File: config.mk
export PLATFORM = sky130hd
export DESIGN_NAME = play_engine_flat
export DESIGN_NICKNAME = d
export VERILOG_FILES = /design/src/rtl/play_if.sv /design/src/rtl/play_engine.sv /design/src/flat_wrapper.sv
export SDC_FILE = /design/constraint.sdc
export NUM_CORES = 1
export LEC_CHECK = 0
export ABC_AREA = 1
export CORE_MARGIN = 1
export CORE_UTILIZATION = 40
export DETAILED_ROUTE_END_ITERATION = 12
export MAX_ROUTING_LAYER = met4
export PLACE_DENSITY_LB_ADDON = 0.08
export SYNTH_ARGS = -nofsm -noshare
export SYNTH_HDL_FRONTEND = slang
export SYNTH_SLANG_ARGS = --single-unit
File: constraint.sdc
create_clock -name i_clk -period 7.6 [get_ports i_clk]
set_clock_uncertainty 0.1 [all_clocks]
set_input_delay 2.28 -clock i_clk [delete_from_list [all_inputs] [get_ports i_clk]]
set_output_delay 2.28 -clock i_clk [all_outputs]
set_load 0.03 [all_outputs]
File: src/rtl/play_if.sv
// Control, memory and codec-side signals of the chunk playback engine.
// The controller/bench drives through master; the engine uses slave.
interface play_if;
  logic        i_start;
  logic [22:0] i_select0;
  logic [22:0] i_select1;
  logic        i_record;
  logic [1:0]  i_speed;
  logic        i_stop;
  logic        o_done;
  logic        o_busy;
  logic [22:0] o_mem_addr;
  logic        o_mem_rd;
  logic [15:0] i_mem_rdata;
  logic        i_mem_rvalid;
  logic        o_mem_wr;
  logic [15:0] o_mem_wdata;
  logic        i_sample_req;
  logic [15:0] o_sample;
  logic        o_sample_valid;

  modport master (
    output i_start, i_select0, i_select1, i_record, i_speed, i_stop,
    output i_mem_rdata, i_mem_rvalid, i_sample_req,
    input  o_done, o_busy, o_mem_addr, o_mem_rd, o_mem_wr, o_mem_wdata,
    input  o_sample, o_sample_valid
  );

  modport slave (
    input  i_start, i_select0, i_select1, i_record, i_speed, i_stop,
    input  i_mem_rdata, i_mem_rvalid, i_sample_req,
    output o_done, o_busy, o_mem_addr, o_mem_rd, o_mem_wr, o_mem_wdata,
    output o_sample, o_sample_valid
  );
endinterface

File: src/rtl/play_engine.sv
// Plays one chunk of 16-bit samples from memory at 1x/2x/0.5x speed, optionally
// copying each fetched sample to a record chunk. All outputs are registered.
module play_engine #(
  parameter int unsigned CHUNK_WORDS = 1048576
) (
  input logic   i_clk,
  input logic   i_rst,
  play_if.slave bus
);
  localparam int DATA_W = 16;
  localparam logic [23:0] CHUNK = 24'(CHUNK_WORDS);

  typedef enum logic [2:0] {IDLE, FETCH, WAITRD, WRITE, READY, DONE, RELEASE} state_t;

  state_t              state;
  logic [22:0]         base0;
  logic [22:0]         base1;
  logic                rec;
  logic [1:0]          speed;
  logic [23:0]         offset;
  logic                half;
  logic                stop_flag;
  logic [DATA_W-1:0]   buffer;

  logic                stop_now;
  logic                advance;
  logic [23:0]         next_off;

  // Offset is one bit wider than an address so the end-of-chunk compare never wraps.
  always_comb begin
    stop_now = stop_flag | bus.i_stop;
    advance  = !(speed == 2'd2 && !half);
    next_off = offset + ((speed == 2'd1) ? 24'd2 : 24'd1);
  end

  always_ff @(posedge i_clk or posedge i_rst) begin
    if (i_rst) begin
      state              <= IDLE;
      base0              <= '0;
      base1              <= '0;
      rec                <= 1'b0;
      speed              <= 2'd0;
      offset             <= '0;
      half               <= 1'b0;
      stop_flag          <= 1'b0;
      buffer             <= '0;
      bus.o_done         <= 1'b0;
      bus.o_busy         <= 1'b0;
      bus.o_mem_addr     <= '0;
      bus.o_mem_rd       <= 1'b0;
      bus.o_mem_wr       <= 1'b0;
      bus.o_mem_wdata    <= '0;
      bus.o_sample       <= '0;
      bus.o_sample_valid <= 1'b0;
    end else begin
      bus.o_mem_rd       <= 1'b0;
      bus.o_mem_wr       <= 1'b0;
      bus.o_done         <= 1'b0;
      bus.o_sample_valid <= 1'b0;
      if (state != IDLE && bus.i_stop) stop_flag <= 1'b1;

      // Strobes are set on the transition into their state so they coincide with it.
      case (state)
        IDLE: if (bus.i_start) begin
          base0          <= bus.i_select0;
          base1          <= bus.i_select1;
          rec            <= bus.i_record;
          speed          <= bus.i_speed;
          offset         <= '0;
          half           <= 1'b0;
          stop_flag      <= 1'b0;
          bus.o_busy     <= 1'b1;
          bus.o_mem_rd   <= 1'b1;
          bus.o_mem_addr <= bus.i_select0;
          state          <= FETCH;
        end
        FETCH: state <= WAITRD;
        WAITRD: if (bus.i_mem_rvalid) begin
          if (stop_now) begin
            bus.o_done <= 1'b1;
            state      <= DONE;
          end else begin
            buffer <= bus.i_mem_rdata;
            if (rec) begin
              bus.o_mem_wr    <= 1'b1;
              bus.o_mem_addr  <= base1 + offset[22:0];
              bus.o_mem_wdata <= bus.i_mem_rdata;
              state           <= WRITE;
            end else begin
              state <= READY;
            end
          end
        end
        WRITE: begin
          if (stop_now) begin
            bus.o_done <= 1'b1;
            state      <= DONE;
          end else begin
            state <= READY;
          end
        end
        READY: begin
          if (bus.i_sample_req) begin
            bus.o_sample       <= buffer;
            bus.o_sample_valid <= 1'b1;
            if (!advance) begin
              // First half of a 0.5x pair: replay the same buffer on the next tick.
              half <= 1'b1;
              if (stop_now) begin
                bus.o_done <= 1'b1;
                state      <= DONE;
              end
            end else begin
              half   <= 1'b0;
              offset <= next_off;
              if (next_off >= CHUNK || stop_now) begin
                bus.o_done <= 1'b1;
                state      <= DONE;
              end else begin
                bus.o_mem_rd   <= 1'b1;
                bus.o_mem_addr <= base0 + next_off[22:0];
                state          <= FETCH;
              end
            end
          end else if (stop_now) begin
            bus.o_done <= 1'b1;
            state      <= DONE;
          end
        end
        DONE: state <= RELEASE;
        RELEASE: if (!bus.i_start) begin
          bus.o_busy <= 1'b0;
          state      <= IDLE;
        end
        default: state <= IDLE;
      endcase
    end
  end
endmodule
File: src/flat_wrapper.sv
// flat-port wrapper written by rule: the top's interface ports become plain ports
module play_engine_flat 
#(
  parameter int unsigned CHUNK_WORDS = 1048576
)
  (i_clk, i_rst, bus_i_start, bus_i_select0, bus_i_select1, bus_i_record, bus_i_speed, bus_i_stop, bus_i_mem_rdata, bus_i_mem_rvalid, bus_i_sample_req, bus_o_done, bus_o_busy, bus_o_mem_addr, bus_o_mem_rd, bus_o_mem_wr, bus_o_mem_wdata, bus_o_sample, bus_o_sample_valid);
  play_if bus_i ();
  input logic i_clk;
  input logic i_rst;
  input wire logic [$bits(bus_i.i_start)-1:0] bus_i_start;
  input wire logic [$bits(bus_i.i_select0)-1:0] bus_i_select0;
  input wire logic [$bits(bus_i.i_select1)-1:0] bus_i_select1;
  input wire logic [$bits(bus_i.i_record)-1:0] bus_i_record;
  input wire logic [$bits(bus_i.i_speed)-1:0] bus_i_speed;
  input wire logic [$bits(bus_i.i_stop)-1:0] bus_i_stop;
  input wire logic [$bits(bus_i.i_mem_rdata)-1:0] bus_i_mem_rdata;
  input wire logic [$bits(bus_i.i_mem_rvalid)-1:0] bus_i_mem_rvalid;
  input wire logic [$bits(bus_i.i_sample_req)-1:0] bus_i_sample_req;
  output wire logic [$bits(bus_i.o_done)-1:0] bus_o_done;
  output wire logic [$bits(bus_i.o_busy)-1:0] bus_o_busy;
  output wire logic [$bits(bus_i.o_mem_addr)-1:0] bus_o_mem_addr;
  output wire logic [$bits(bus_i.o_mem_rd)-1:0] bus_o_mem_rd;
  output wire logic [$bits(bus_i.o_mem_wr)-1:0] bus_o_mem_wr;
  output wire logic [$bits(bus_i.o_mem_wdata)-1:0] bus_o_mem_wdata;
  output wire logic [$bits(bus_i.o_sample)-1:0] bus_o_sample;
  output wire logic [$bits(bus_i.o_sample_valid)-1:0] bus_o_sample_valid;
  assign bus_i.i_start = bus_i_start;
  assign bus_i.i_select0 = bus_i_select0;
  assign bus_i.i_select1 = bus_i_select1;
  assign bus_i.i_record = bus_i_record;
  assign bus_i.i_speed = bus_i_speed;
  assign bus_i.i_stop = bus_i_stop;
  assign bus_i.i_mem_rdata = bus_i_mem_rdata;
  assign bus_i.i_mem_rvalid = bus_i_mem_rvalid;
  assign bus_i.i_sample_req = bus_i_sample_req;
  assign bus_o_done = bus_i.o_done;
  assign bus_o_busy = bus_i.o_busy;
  assign bus_o_mem_addr = bus_i.o_mem_addr;
  assign bus_o_mem_rd = bus_i.o_mem_rd;
  assign bus_o_mem_wr = bus_i.o_mem_wr;
  assign bus_o_mem_wdata = bus_i.o_mem_wdata;
  assign bus_o_sample = bus_i.o_sample;
  assign bus_o_sample_valid = bus_i.o_sample_valid;
  play_engine #(.CHUNK_WORDS(CHUNK_WORDS)) u_core (.i_clk(i_clk), .i_rst(i_rst), .bus(bus_i));
endmodule
==> out/metrics.csv <==
stage,metric,value,unit
outcome,status,"finished, final reports clean",
timing,crit path time final,4.29,ns
power_and_ir_drop,Cell Pwr Density,338,nW/um^2
worst_setup_path,CP max-delay cell,xor2_1,
timing,setup TNS,0,ns
worst_setup_path,crit path launch,u_core.speed[1],
yosys,synthesized instance count,1404,
yosys,Ys Warns,0,
clock_tree,Worst-path clk slew,0.08,ns
clock_tree,TritonCTS buffer count,17,
floorplanning,initial core utilization,41.3,%
worst_setup_path,Worst path top cell family by delay,simple AND/OR/NAND/NOR gates,
worst_setup_path,WS Path Type,register to register,
power_and_ir_drop,P_sw,0.00184,W
global_route,first-pass GRT wire length,50.4,mm
worst_setup_path,"Max FO, Critical Path",5,
worst_setup_path,Crit Reg-Reg Endpoint,u_core.bus.o_mem_addr[22],
worst_setup_path,most frequent CP cell,nand2_1,
timing,Least-Margin Pin Slew,0.952,ns
finish,diodes inserted,0,
clock_tree,TritonCTS clock tree,done,
yosys,post-synth cell types,41,
yosys,most common cell in the netlist,nand2_1,
floorplanning,FP Rows,56,
yosys,"area leader, netlist",dfrtp_1,
finish,area grow syn2layout,23.0,%
yosys,Post-synth top cells,"nand2_1, inv_1, dfrtp_1, nor2_1, o21ai_0",
timing,final period utilization,56.4,%
worst_setup_path,Critical Path RT,7.83,ns
placement,Final HPWL DP,25.4,mm
worst_setup_path,end of the critical path,u_core.bus.o_mem_addr[22],
worst_setup_path,Crit path largest cell delay,0.42,ns
yosys,cell area after synthesis,9770,um^2
detailed_routing,DRC viols,0,
worst_setup_path,stages on the worst setup path,24,
floorplanning,die area,25100,um^2
yosys,number of enable flip-flop cells after synthesis,0,
floorplanning,Die X,158,um
detailed_routing,WL/cell,17.3,um
yosys,Mapped Nets,1525,
timing,final count of hold timing violations,0,
detailed_routing,initial DRC count,606,
floorplanning,core footprint,23700,um^2
yosys,asr flop ratio synth,100,%
worst_setup_path,WP data arrival,4.51,ns
finish,sequential cell area,3850,um^2
detailed_routing,DRT Wirelength,32.2,mm
yosys,largest cells by area after synthesis,"dfrtp_1, nand2_1, inv_1, ha_1, o21ai_0",
power_and_ir_drop,Clock power frac,22.1,%
yosys,Yosys reg bits,154,
timing,RSZ-0062 raised after global routing,no,
power_and_ir_drop,combinational fraction of design power,45.8,%
clock_tree,CTS Hold Buffers Added,0,
global_route,aggregate global routing overflow,0,
worst_setup_path,R2R Path Start,u_core.speed[1],
finish,multi-input logic area,5150,um^2
worst_setup_path,r2r setup slk,3.31,ns
timing,Max Freq,0.233,GHz
worst_setup_path,R2R depth,24,
detailed_routing,Detail Route Antenna Nets,0,
yosys,ys flop type,dfrtp_1,
flow_run,max-cap violations,0,
global_route,total track usage,27.9,%
power_and_ir_drop,leak pwr,6.21,nW
timing,Finish-stage setup viols,0,
global_route,vias in the first global route,9016,
power_and_ir_drop,Sw Ratio,45.3,%
power_and_ir_drop,Seq pwr share,32.2,%
global_route,pin count of the biggest net entering global routing,65,
detailed_routing,DRT Pass-1 Iters,5,
finish,share of layout cells above drive strength 1,5.06,%
clock_tree,CTS sink cnt,154,
worst_setup_path,CP startpoint kind,register,
placement,gpl congestion,0.938,
floorplanning,io pins,131,
floorplanning,Die H,158,um
worst_setup_path,Buf/Inv on CP,2,
yosys,register area share after synthesis,39.4,%
power_and_ir_drop,Tot Pwr,0.00406,W
clock_tree,clock root cell,clkbuf_16,
clock_tree,Clock Tree Buf Depth,2,
worst_setup_path,worst path cell trace,nor2_1 > ha_1 > inv_1 > nand2_1 > nand2_1 > nor3_2 > nand2_1 > nor2_1 > nand3_1 > nor2_1 > xor2_1 > inv_1 > ha_1 > nand2_1 > nor2_1 > nand3_1 > nor2_1 > nand2_1 > nand3_1 > nand3_1 > nand3_1 > nand3_1 > nand2_1 > nand2_1,
clock_tree,setup bufs post-CTS,0,
clock_tree,clk_lat worst skew,0.43,ns
clock_tree,post-CTS sizing,0,
finish,FILL cells,2450,
power_and_ir_drop,internal cell power,0.00222,W
worst_setup_path,CP Capture Type,register,
finish,Nets,1650,
timing,final slew viol count,0,
timing,max_slew headroom,36.4,%
detailed_routing,via count,9403,
detailed_routing,Vias/cell,5.05,
min_path,worst hold path class,register to register,
global_route,initial antenna violation count,0,
power_and_ir_drop,Max VDD drop,230,uV
yosys,Synth Area per Inst,6.96,um^2
placement,IO Port Bufs,130,
clock_tree,H-Tree Level Count,4,
yosys,Synth top area share,39.4,%
worst min-delay path by stage:
stage,startpoint,endpoint,slack (ns),cells past startpoint
floorplan,u_core.base1[0],u_core.base1[0],0.35,2
global placement,u_core.bus.o_sample[8],u_core.bus.o_sample[8],0.35,2
detailed placement,u_core.buffer[11],u_core.bus.o_sample[11],0.36,2
CTS,u_core.buffer[2],u_core.bus.o_sample[2],0.38,2
global route,u_core.bus.o_sample[6],u_core.bus.o_sample[6],0.40,2
finish,u_core.bus.o_sample[8],u_core.bus.o_sample[8],0.37,2
per-stage QoR:
stage                     hold slack (ns)  utilization (%)  cells  cell area (um^2)  setup WS [ns]
after floorplan                     0.346                -   1404              9770           1.07
after global placement              0.354             48.1   1829             11400           3.11
after detailed placement            0.360             48.1   1829             11400           3.02
after CTS                           0.376             50.7   1861             12000           3.31
after global routing                0.397             50.7   1861             12000           2.94
final                               0.373             50.7   1861             12000           3.31
power groups by stage:
stage	registers [W]	logic, W	clock network, W
floorplan	0.00145	0.00105	0
finish	0.00130	0.00186	0.000897
global route	0.00134	0.00207	0.000946
global placement	0.00132	0.00184	0
detailed placement	0.00131	0.00186	0
CTS	0.00130	0.00187	0.000917
cell usage in the layout, fill, tap and decap left out, types with 2 or more instances in the layout:
cell / instances
o21ai_2: 8
a21o_1: 2
inv_2: 3
o21ai_0: 91
nand4_1: 20
xor2_1: 15
nand3b_1: 8
inv_1: 158
clkbuf_16: 17
clkinv_8: 5
o22ai_1: 13
clkdlybuf4s50_1: 130
ha_1: 47
nand2_1: 536
a21oi_1: 69
dfrtp_1: 154
fa_1: 3
nor2_1: 99
clkinv_4: 2
and3_1: 2
nor3_1: 13
nand3_1: 85
buf_4: 9
nor2_2: 4
a221oi_1: 2
nor2_4: 3
nand2_2: 9
or2_2: 7
inv_8: 4
o211ai_1: 3
a22o_1: 5
inv_6: 3
cells by family after synthesis:
kind of cell	synth area share (%)
compound gates	11.4
xor+xnor	1.43
fa+ha+maj	6.63
buf+inv	7.86
flops	39.4
simple gates	33.2
final cells by class:
cell class	instances	share of cell area, %
timing repair buffer	139	11.4
multi-input combinational	1054	42.9
clock inverter	15	1.66
inverter	163	5.13
sequential	154	32.1
tap	319	3.32
clock buffer	17	3.54
state kept, by name, indices dropped and copies added, names as in the netlist:
signal,cells
u_core.bus.o_mem_wdata,16
u_core.stop_flag,1
u_core.bus.o_busy,1
u_core.bus.o_sample,16
u_core.speed,2
u_core.bus.o_mem_addr,23
u_core.rec,1
u_core.base1,23
u_core.base0,23
u_core.offset,24
u_core.half,1
u_core.bus.o_mem_wr,1
u_core.buffer,16
u_core.bus.o_sample_valid,1
u_core.bus.o_done,1
u_core.state,3
u_core.bus.o_mem_rd,1
worst reg2reg max path: cells and delay by family (launching register included):
| kind | cells | cell delay, ns |
|---|---|---|
| adders and majority gates | 2 | 0.62 |
| DFF | 1 | 0.38 |
| and+or+nand+nor | 19 | 2.53 |
| xor gates and xnor gates | 1 | 0.42 |
| buffers and inverters | 2 | 0.13 |
per-layer routing:
metal / GRT usage [%] / vias up / wire length [um]
met2: 43.4 / 245 / 14700
li1: - / 4747 / -
met3: 3.59 / 38 / 1500
met1: 37.9 / 4373 / 15200
met4: 8.15 / 0 / 754
met5: - / - / 0
Power figures use the tool's default switching activity.
